[src/rtl/time_counter_pkg.sv]
// Shared time-of-day definitions: BCD digit limits, the HHMM word layout
// and the load-validity rule. The keyboard and alarm logic import the same
// package so that every block agrees on what a legal time looks like.
package time_counter_pkg;

    localparam logic [3:0] SEC10_MAX     = 4'd5;
    localparam logic [3:0] MIN10_MAX     = 4'd5;
    localparam logic [3:0] HR10_MAX      = 4'd2;
    localparam logic [3:0] HR1_MAX_AT_20 = 4'd3;
    localparam logic [3:0] DIGIT_MAX     = 4'd9;

    // Field layout of the 16-bit HHMM word, most significant digit first
    typedef struct packed {
        logic [3:0] h10;
        logic [3:0] h1;
        logic [3:0] m10;
        logic [3:0] m1;
    } hhmm_t;

    // Upper limit of the hour-unit digit, which depends on the hour-tens digit
    function automatic logic [3:0] hr1_max(input logic [3:0] h10);
        logic [3:0] lim_s;
        if (h10 == HR10_MAX) begin
            lim_s = HR1_MAX_AT_20;
        end else begin
            lim_s = DIGIT_MAX;
        end
        return lim_s;
    endfunction

    // True when every digit of an HHMM word is a legal 24 h time digit
    function automatic logic hhmm_valid(input hhmm_t t);
        logic ok_s;
        if (t.h10 > HR10_MAX) begin
            ok_s = 1'b0;
        end else if (t.h1 > hr1_max(t.h10)) begin
            ok_s = 1'b0;
        end else if (t.m10 > MIN10_MAX) begin
            ok_s = 1'b0;
        end else if (t.m1 > DIGIT_MAX) begin
            ok_s = 1'b0;
        end else begin
            ok_s = 1'b1;
        end
        return ok_s;
    endfunction

endpackage

[src/rtl/time_counter_bcd_digit.sv]
// Single BCD digit counting 0..max with wrap. carry flags that an increment
// wraps this digit and must ripple into the next one. Load beats increment.
module bcd_digit (
    input  logic       clk,
    input  logic       rst,
    input  logic       inc,
    input  logic       load,
    input  logic [3:0] ld_val,
    input  logic [3:0] max,
    output logic [3:0] q,
    output logic       carry
);

    logic [3:0] q_r;

    // ">=" keeps the digit legal even if max drops below the current value
    assign carry = inc && (q_r >= max);
    assign q     = q_r;

    // Digit register: reset, load, or modular increment
    always_ff @(posedge clk) begin
        if (rst) begin
            q_r <= 4'd0;
        end else if (load) begin
            q_r <= ld_val;
        end else if (inc) begin
            if (q_r >= max) begin
                q_r <= 4'd0;
            end else begin
                q_r <= q_r + 4'd1;
            end
        end else begin
            q_r <= q_r;
        end
    end

endmodule

[src/rtl/time_counter.sv]
// 24 h BCD time-of-day counter HH:MM:SS driven by a 1 s prescaler.
// Accepts a confirmed HHMM value from the keyboard; invalid values are
// rejected with a one-cycle load_err strobe.
// Optional hourly chime: define TIME_CNT_CHIME_EN to build it in.
import time_counter_pkg::*;

module time_counter #(
    parameter int TICK_CNT  = 50_000_000,
    parameter int CHIME_LEN = 25_000_000
) (
    input  logic        clk,
    input  logic        rst,
    input  logic        en,
    input  logic [15:0] data_in,
    input  logic        data_vld,
    output logic [15:0] time_out,
    output logic [7:0]  sec_out,
    output logic        sec_pulse,
    output logic        day_pulse,
    output logic        load_err,
    output logic        chime
);

    localparam int              PW         = (TICK_CNT > 1) ? $clog2(TICK_CNT) : 1;
    localparam logic [PW-1:0]   PRESC_LAST = PW'(TICK_CNT - 1);

    hhmm_t       ld_s;
    logic        ld_ok_s;
    logic        tick_s;
    logic        step_s;
    logic [PW-1:0] presc_r;
    logic        sec_pulse_r;
    logic        day_pulse_r;
    logic        load_err_r;

    logic [3:0] s1_q_s, s10_q_s, m1_q_s, m10_q_s, h1_q_s, h10_q_s;
    logic       s1_c_s, s10_c_s, m1_c_s, m10_c_s, h1_c_s, h10_c_s;

    assign ld_s    = hhmm_t'(data_in);
    assign ld_ok_s = data_vld && hhmm_valid(ld_s);
    assign tick_s  = en && (presc_r == PRESC_LAST);
    // A valid load on the tick cycle swallows that tick
    assign step_s  = tick_s && !ld_ok_s;

    bcd_digit u_s1  (.clk(clk), .rst(rst), .inc(step_s),  .load(ld_ok_s), .ld_val(4'd0),
                     .max(DIGIT_MAX), .q(s1_q_s), .carry(s1_c_s));
    bcd_digit u_s10 (.clk(clk), .rst(rst), .inc(s1_c_s),  .load(ld_ok_s), .ld_val(4'd0),
                     .max(SEC10_MAX), .q(s10_q_s), .carry(s10_c_s));
    bcd_digit u_m1  (.clk(clk), .rst(rst), .inc(s10_c_s), .load(ld_ok_s), .ld_val(ld_s.m1),
                     .max(DIGIT_MAX), .q(m1_q_s), .carry(m1_c_s));
    bcd_digit u_m10 (.clk(clk), .rst(rst), .inc(m1_c_s),  .load(ld_ok_s), .ld_val(ld_s.m10),
                     .max(MIN10_MAX), .q(m10_q_s), .carry(m10_c_s));
    bcd_digit u_h1  (.clk(clk), .rst(rst), .inc(m10_c_s), .load(ld_ok_s), .ld_val(ld_s.h1),
                     .max(hr1_max(h10_q_s)), .q(h1_q_s), .carry(h1_c_s));
    bcd_digit u_h10 (.clk(clk), .rst(rst), .inc(h1_c_s),  .load(ld_ok_s), .ld_val(ld_s.h10),
                     .max(HR10_MAX), .q(h10_q_s), .carry(h10_c_s));

    // 1 s prescaler: cleared by a valid load, frozen while en is low
    always_ff @(posedge clk) begin
        if (rst) begin
            presc_r <= '0;
        end else if (ld_ok_s) begin
            presc_r <= '0;
        end else if (tick_s) begin
            presc_r <= '0;
        end else if (en) begin
            presc_r <= presc_r + {{(PW-1){1'b0}}, 1'b1};
        end else begin
            presc_r <= presc_r;
        end
    end

    // One-cycle strobes, aligned with the digit update they describe
    always_ff @(posedge clk) begin
        if (rst) begin
            sec_pulse_r <= 1'b0;
            day_pulse_r <= 1'b0;
            load_err_r  <= 1'b0;
        end else begin
            sec_pulse_r <= step_s;
            day_pulse_r <= h10_c_s;
            load_err_r  <= data_vld && !ld_ok_s;
        end
    end

    assign time_out  = {h10_q_s, h1_q_s, m10_q_s, m1_q_s};
    assign sec_out   = {s10_q_s, s1_q_s};
    assign sec_pulse = sec_pulse_r;
    assign day_pulse = day_pulse_r;
    assign load_err  = load_err_r;

`ifdef TIME_CNT_CHIME_EN
    localparam int CW = $clog2(CHIME_LEN + 1);

    logic [CW-1:0] chime_cnt_r;
    logic          chime_r;

    // Hourly chime: m10 carry marks the step onto MM:SS = 00:00
    always_ff @(posedge clk) begin
        if (rst) begin
            chime_r     <= 1'b0;
            chime_cnt_r <= '0;
        end else if (ld_ok_s) begin
            chime_r     <= 1'b0;
            chime_cnt_r <= '0;
        end else if (m10_c_s) begin
            chime_r     <= 1'b1;
            chime_cnt_r <= CW'(CHIME_LEN - 1);
        end else if (chime_r) begin
            if (chime_cnt_r == '0) begin
                chime_r <= 1'b0;
            end else begin
                chime_cnt_r <= chime_cnt_r - {{(CW-1){1'b0}}, 1'b1};
            end
        end else begin
            chime_r     <= chime_r;
            chime_cnt_r <= chime_cnt_r;
        end
    end

    assign chime = chime_r;
`else
    // Chime feature absent: output is a constant, CHIME_LEN only documents the interface
    localparam logic CHIME_OFF = (CHIME_LEN >= 0) ? 1'b0 : 1'b0;
    assign chime = CHIME_OFF;
`endif

endmodule

[config.mk]
export PLATFORM = sky130hd
export DESIGN_NAME = time_counter
export DESIGN_NICKNAME = d
export VERILOG_FILES = /design/src/rtl/time_counter_pkg.sv /design/src/rtl/time_counter_bcd_digit.sv /design/src/rtl/time_counter.sv
export SDC_FILE = /design/constraint.sdc
export NUM_CORES = 1
export LEC_CHECK = 0
export ABC_AREA = 1
export CORE_UTILIZATION = 41
export CTS_CLUSTER_DIAMETER = 200
export DETAILED_ROUTE_END_ITERATION = 8
export PLACE_DENSITY = 0.68
export SETUP_SLACK_MARGIN = 0.05
export SLEW_MARGIN = 20
export SYNTH_ARGS = -nofsm -noshare
export SYNTH_HDL_FRONTEND = slang
export SYNTH_SLANG_ARGS = --single-unit
[constraint.sdc]
create_clock -name clk -period 2.47 [get_ports clk]
set_input_delay 0.494 -clock clk [delete_from_list [all_inputs] [get_ports clk]]
set_output_delay 0.494 -clock clk [all_outputs]
set_load 0.05 [all_outputs]
==> results by stage, run 1 <==
Clock tree:
- The TritonCTS buffer count is 5.
- The maximum clock insertion buffer count is 2.
- The clock sink count is 53.
- The quantity of hold-fixing buffers added after cts is 0.
- TritonCTS built the clock tree.
- The number of H-tree branching levels is 2.
- The clock latency reported for the late side of the worst-skew pair is 0.30 ns.
- Clock tree synthesis selected as its root buffer the cell clkbuf_8.
- The clock-pin transition on the worst setup and hold timing paths is 0.09 ns.

Placed design:
- Once detailed placement completed, the half-perimeter wirelength came to 5540 um.
- Timing analysis after detailed placement gives a worst setup slack of -0.228 ns.
- At the end of routability-driven placement, the weighted congestion stood at 0.894.
- The number of port buffers is 46.
- Summing all placed instances gives a cell area of 3780 um^2.

Die:
- The initial cell density of the core is 42.6%.
- The floorplan step set the die width to 89.0 um.
- The vertical extent of the die is 89.0 um.
- The initialized floorplan defines 31 standard-cell rows.
- The floorplan die area is 7920 um^2.
- The number of placed I/O pins is 48.
- The area of the core is 7290 um^2.

Timing:
- The setup-violating endpoint count in the final report is 0.
- Setup repair after global routing left no endpoint under its margin.
- In the post-route analysis, the smallest setup slack over all paths is 0.135 ns.
- Clock skew on the completed layout was measured at 0.00632 ns.
- The final critical path takes up 94.5% of the cycle.
- The max-slew violation count is 0.
- The highest clock frequency the design can meet is 428 MHz.
- The hold violation count in the final report is 0.
- For the pin with the worst max-slew slack, the measured transition is 0.887 ns.
- The headroom to the max-slew limit is 40.6%.
- The post-layout minimum cycle time is 2.33 ns.

Yosys:
- The synthesized netlist cell count is 433.
- When the netlist entered floorplanning its net count stood at 473.
- Sequential cells were found to cover 34.2% of the synthesized design area.
- Counting flops with a built-in enable in the synthesized netlist gives 0.
- Yosys printed 0 warnings.
- Among all flip-flop cells after synthesis, the most frequent one is dfxtp_1.
- The number of unique standard cell types used by synthesis is 41.
- In this run, synthesis produced a sequential element count of 53.
- After synthesis the cells add up to 3100 um^2.
- The mean post-synth cell area is 7.17 um^2.
- The share of flip-flops with an asynchronous set or reset after synthesis is 0%.

Critical path:
- The element type at the critical path start is an input pin.
- The maximum fanout encountered on the critical timing path is 7.
- The worst path arrival time is 2.55 ns.
- The worst setup path is captured at a flop.
- The path type of the worst setup path is in -> reg.
- STA puts the critical path data required time at 2.68 ns.

Layout:
- The filler cell count in the final layout is 723.
- The synthesis-to-layout area growth is 27.6%.
- Once layout is done, the placed cells without fillers occupy 3960 um^2.
- In the final layout, the multi-input gates occupy 1870 um^2.
- The count of antenna diodes in the layout is 0.
- Summing all flip-flop and latch instances after layout gives 1060 um^2.
- Leaving out fill and tap cells, the most frequent cell in the layout is nand2_1.
- For this run, the share of the core covered by cells in the final layout is 54.3%.
- The top cell types in the final layout, fill and taps aside, are nand2_1, nor2_1, dfxtp_1, inv_1, clkdlybuf4s50_1.
- The final layout contains 539 nets.
- The ratio of cells with drive above 1 in the final layout is 12.4%.

Detailed routing:
- For this run, design rule violations remaining after detail routing come to 0.
- The iteration-0 DRC count of the detailed router is 120.
- After detailed routing, the number of vias per cell comes to 4.95.
- The total via count after detailed routing is 2962.
- The count of nets left with antenna violations once routing finished came out at 0.
- The per-cell routed wire length is 11.9 um.
- The iteration count of the initial detailed-routing pass is 4.
- The routed design has 7100 um of wire.

Power and ir drop:
- Power comes to 1.51 mW.
- The worst ir drop on vdd is 0.196 mV.
- The power density relative to cell area is 381 nW/um^2.
- The leakage power figure is 1.57 nW.

GRT:
- The overall fraction of global-route tracks in use is 18.6%.
- The wire length of the first global-routing pass is 11700 um.
- Entering global routing, the biggest net connects 17 pins.
- Summed over all layers, the global routing overflow is 0.
- The initial antenna violation count came to 0.
- The number of global-route vias before repair is 2635.

Job:
- The tool flagged a number of max-cap violations equal to 0.

Min path:
- The min-delay analysis places its worst path in the category reg -> reg.

Run status:
- The flow ran to the end, and the final reports show no timing, DRC or antenna violations.
routing by layer:
layer  track usage, %  vias up  share of wire [%]
li1                 -     1540                  -
met1             25.6     1369                 49
met2             30.8       47                 46
met3             2.68        6                3.4
met4             4.33        0                1.0
met5                0        -                  0
power breakdown:
part	internal (mW)	switching [mW]	total (mW)	leakage (nW)
clock	0.223	0.279	0.502	0.0443
combinational	0.0640	0.0746	0.139	1.10
sequential	0.861	0.00822	0.869	0.428
through the flow:
step / hold slack, ns / setup TNS [ns] / instances
2_1_floorplan: 0.469 / 0 / 433
3_3_place_gp: 0.485 / -3.07 / 588
3_5_place_dp: 0.507 / -6.10 / 588
4_1_cts: 0.521 / 0 / 595
5_1_grt: 0.548 / 0 / 598
6_report: 0.518 / 0 / 598
synth_stat cells, drive strengths merged, types with 4 or more instances:
cell   count  area share, %
o21ai     24            3.9
nor3      10            1.8
nand4      8            1.8
nor2      81             11
xor2      12            3.4
nand2     80             10
buf        7            1.2
a31oi      4           0.81
xnor2     10            2.8
ha        20            8.1
inv       51            6.2
nand3     33            6.2
a21oi     21            3.6
dfxtp     53             34
sequential cells by signal, indices dropped and copies added, names as in the netlist:
register,count
day_pulse,1
load_err,1
presc_r,26
sec_pulse,1
u_h1.q,4
u_h10.q,4
u_m1.q,4
u_m10.q,4
u_s1.q,4
u_s10.q,4
path summary, 6_finish.rpt:
path | startpoint | endpoint | slack (ns) | cells past startpoint
worst max-delay path | data_in[14] | u_h1.q[3] | 0.14 | 15
worst min-delay path | presc_r[1] | presc_r[1] | 0.52 | 2
worst max register to register | u_h10.q[0] | u_h1.q[0] | 0.24 | 11
worst min register to register | presc_r[1] | presc_r[1] | 0.52 | 2
kinds of logic after synthesis:
logic type	count (synthesis)	synth area share (%)
buf+inv	59	7.54
flops	53	34.2
other cells	1	0.121
compound gates	58	10.6
fa+ha+maj	20	8.06
simple gates	220	33.3
xor+xnor	22	6.21
area by class of cell:
cell class	count	share of cell area, %
Multi-Input combinational cell	321	47.3
Sequential cell	53	26.8
Timing Repair Buffer	67	15.7
Inverter	51	4.90
Tap cell	99	3.13
Clock buffer	7	2.18
repair_timing:
item / CTS / global route
gates resized for setup: 0 / 15
endpoints found under the hold margin: 0 / 0
setup buffers: 0 / 3
endpoints found under the setup margin: 0 / 39
critical path, stage by stage:
cell and delay, ns:
clkdlybuf4s50_1 0.42, nor2_2 0.15, nand3_2 0.09, inv_1 0.09
ha_4 0.20, nand4_1 0.10, nand2_2 0.08, nand3_4 0.13
nand3_4 0.11, nor2_4 0.22, nand3_2 0.12, nand2_4 0.14
inv_4 0.05, nor2_2 0.09, nor2_1 0.05
No activity file was read; power rests on OpenSTA's default activity.
==> run 2, diff against run 1 <==
- GPL_TIMING_DRIVEN: unset -> 0
==> run 2 against run 1 <==
  * Design area fell by 1.5%
  * First-iteration DRC count rose by 21%
  * Critical path type unchanged
  * Die area did not move
  * Combinational power barely moved
  * Wire length fell by 2.1%
  * Non-clock buffer count fell by 11
  * Highest routed layer unchanged
  * Worst hold slack got worse by 0.034 ns
  * Worst setup slack improved by 0.086 ns
  * Sequential power barely moved
  * Cell count fell by 1.8%
  * Via count fell by 4.5%
==> results by stage, run 2 (synthesized netlist as in run 1, its figures left out) <==
Run status:
- Outcome: finished, final reports clean (unchanged).

Power and ir drop:
- The relative contribution of combinational cells to total power is 8.9% (was 9.2%).
- The total internal power came to 1.14 mW (was 1.15 mW).
- The worst ir drop on vdd is 0.232 mV (was 0.196 mV).
- The switching component of the power is 0.373 mW (was 0.362 mW).
- The clock network power share was 33.7% (was 33.3%).
- The sequential group share of total power is 57.3% (was 57.6%).
- The power density relative to cell area was 388 nW/um^2 (was 381 nW/um^2).
- The leakage power figure came to 1.54 nW (was 1.57 nW).
- The switching power as a share of total power was 24.6% (was 24.0%).

Placed design:
- The estimated wirelength of the detail-placed design is 5280 um (was 5540 um).
- The cell area after placement came to 3680 um^2 (was 3780 um^2).
- The routability congestion estimate is 0.858 (was 0.894).
- The number of port buffers came to 45 (was 46).
- The number of placed instances with taps included is 577 (was 588).

Timing:
- The worst-case clock skew is 0.00919 ns (was 0.00632 ns).
- The share of the clock period used by the worst path after layout was 91.0% (was 94.5%).
- The headroom to the max-slew limit was 38.3% (was 40.6%).
- The actual transition at the worst max-transition pin is 0.922 ns (was 0.887 ns).
- The hold violation count in the final report is 0 (unchanged).
- The max-slew violation count is 0 (unchanged).
- The post-layout minimum cycle time is 2.25 ns (was 2.33 ns).
- Unrepaired setup endpoints after global routing: no (unchanged).
- The highest clock frequency the design can meet came to 445 MHz (was 428 MHz).
- The setup-violating endpoint count in the final report is 0 (unchanged).

Layout:
- The ratio of cells with drive above 1 in the final layout is 11.3% (was 12.4%).
- The final-stage net count is 528 (was 539).
- The synthesis-to-layout area growth came to 25.8% (was 27.6%).
- The count of antenna diodes in the layout came to 0 (unchanged).
- The post-layout utilization of the core came to 53.5% (was 54.3%).
- The final instance area is 3900 um^2 (was 3960 um^2).
- The number of flip-flops in the largest register is 26 (unchanged).
- The leading cell type in the layout, fill and taps excluded is nand2_1 (unchanged).
- The number of standard cells in the final layout excluding fillers was 587 (was 598).
- Most frequent cells in the layout: nand2_1, nor2_1, dfxtp_1, inv_1, clkdlybuf4s50_1 (unchanged).
- The top register by number of flip-flops is presc_r (unchanged).

GRT:
- The pin count of the biggest net entering global routing came to 16 (was 17).
- The initial antenna violation count came to 0 (unchanged).
- The number of global-route vias before repair is 2449 (was 2635).
- The overall fraction of global-route tracks in use came to 17.8% (was 18.6%).
- The remaining global-route overflow came to 0 (unchanged).
- The wire length of the first global-routing pass is 11000 um (was 11700 um).

Clock tree:
- The maximum clock insertion buffer count came to 2 (unchanged).
- The master cell of the clock root buffer was clkbuf_8 (unchanged).
- The TritonCTS buffer count was 5 (unchanged).
- The number of H-tree branching levels was 2 (unchanged).
- The clock latency reported for the late side of the worst-skew pair is 0.31 ns (was 0.30 ns).
- The clock tree from TritonCTS is built (unchanged).
- The quantity of hold-fixing buffers added after cts is 0 (unchanged).
- The clock sink count is 53 (unchanged).
- The clock-pin transition on the worst setup and hold timing paths is 0.10 ns (was 0.09 ns).

Die:
- The site row count came to 31 (unchanged).
- The area of the core is 7290 um^2 (unchanged).
- The number of placed I/O pins is 48 (unchanged).
- The initial cell density of the core is 42.6% (unchanged).
- The x dimension of the die is 89.0 um (unchanged).
- The floorplan die area was 7920 um^2 (unchanged).
- The vertical extent of the die was 89.0 um (unchanged).

Detailed routing:
- The total via count after detailed routing is 2829 (was 2962).
- The iteration count of the initial detailed-routing pass was 5 (was 4).
- The post-detailed-route via-to-cell ratio is 4.82 (was 4.95).
- The count of nets left with antenna violations after detail routing is 0 (unchanged).
- The total wire length is 6950 um (was 7100 um).
- The remaining routing DRC violations is 0 (unchanged).
- The iteration-0 DRC count of the detailed router is 145 (was 120).
- The per-cell routed wire length came to 11.8 um (was 11.9 um).

Critical path:
- The worst path arrival time is 2.51 ns (was 2.55 ns).
- The path type of the worst setup path is in -> reg (unchanged).
- The maximum fanout encountered on the critical timing path came to 6 (was 7).
- The type of destination of the critical path was a flop (unchanged).
- The element type at the critical path start is an input pin (unchanged).
- The worst path required time came to 2.73 ns (was 2.68 ns).

Min path:
- The worst hold-check path type is in -> reg (was reg -> reg).

Job:
- The number of max-cap violations came to 0 (unchanged).
==> run 2: final timing paths <==
| path | start | endpoint | slack [ns] | cells after the start |
|---|---|---|---|---|
| setup reg to reg | u_h10.q[0] | u_h1.q[2] | 0.28 | 12 |
| hold / removal | en | presc_r[1] | 0.48 | 3 |
| setup / recovery | data_in[11] | u_h1.q[3] | 0.22 | 13 |
| hold reg to reg | presc_r[1] | presc_r[1] | 0.50 | 2 |
==> run 2: power groups by stage <==
stage                     logic, mW  clock network [mW]  registers [mW]
after global routing          0.150               0.552           0.871
after global placement        0.122                   0           0.889
after CTS                     0.126               0.524           0.869
final                         0.136               0.511           0.869
after detailed placement      0.123                   0           0.889
after floorplan              0.0550                   0           0.901
==> run 2: routing by layer <==
layer  up-vias  wire length (um)  track usage, %
met5         -                 0               0
met4         0                48            5.92
met3         5               276            2.86
met2        52              3200            27.9
met1      1259              3420            24.8
li1       1513                 -               -
==> run 2: metrics by stage <==
stage	hold slack (ns)	power (mW)	setup TNS, ns	setup WS (ns)
global placement	0.483	1.01	-12.67	-0.430
global route	0.506	1.57	0	0.0642
finish	0.485	1.52	0	0.222
floorplan	0.469	0.956	0	0.229
detailed placement	0.494	1.01	-14.91	-0.483
CTS	0.477	1.52	0	0.0410
==> run 2: area by class of cell <==
class,instances,area (um^2)
sequential,53,1060
timing repair buffer,48,483
clock buffer,6,82.6
fill,728,3390
clock inverter,1,7.51
inverter,51,191
buffer,8,56.3
multi-input combinational,321,1900
tap,99,124
==> run 2: repair_timing <==
| item | CTS | global route |
|---|---|---|
| buffers inserted | 0 | 3 |
| gates resized for setup | 6 | 21 |
| pin swaps | 0 | 11 |
| endpoints found under the hold margin | 0 | 0 |
| setup endpoints to repair | 24 | 43 |
==> run 2: worst max-delay path, cell delays in order <==
cell	delay, ns
clkdlybuf4s50_1	0.47
ha_4	0.30
o21ai_1	0.06
nand2_1	0.07
nand2_2	0.08
nand3_4	0.15
nand3_4	0.12
nor2_4	0.23
nand3_2	0.12
nand2_4	0.14
buf_4	0.11
o21ai_1	0.05
nor2_1	0.11
==> run 3, diff against run 2 <==
- CTS_CLUSTER_DIAMETER: 200 -> 50
==> results of run 3 <==
No change in the layout: final DEF, timing and power equal those of run 2.
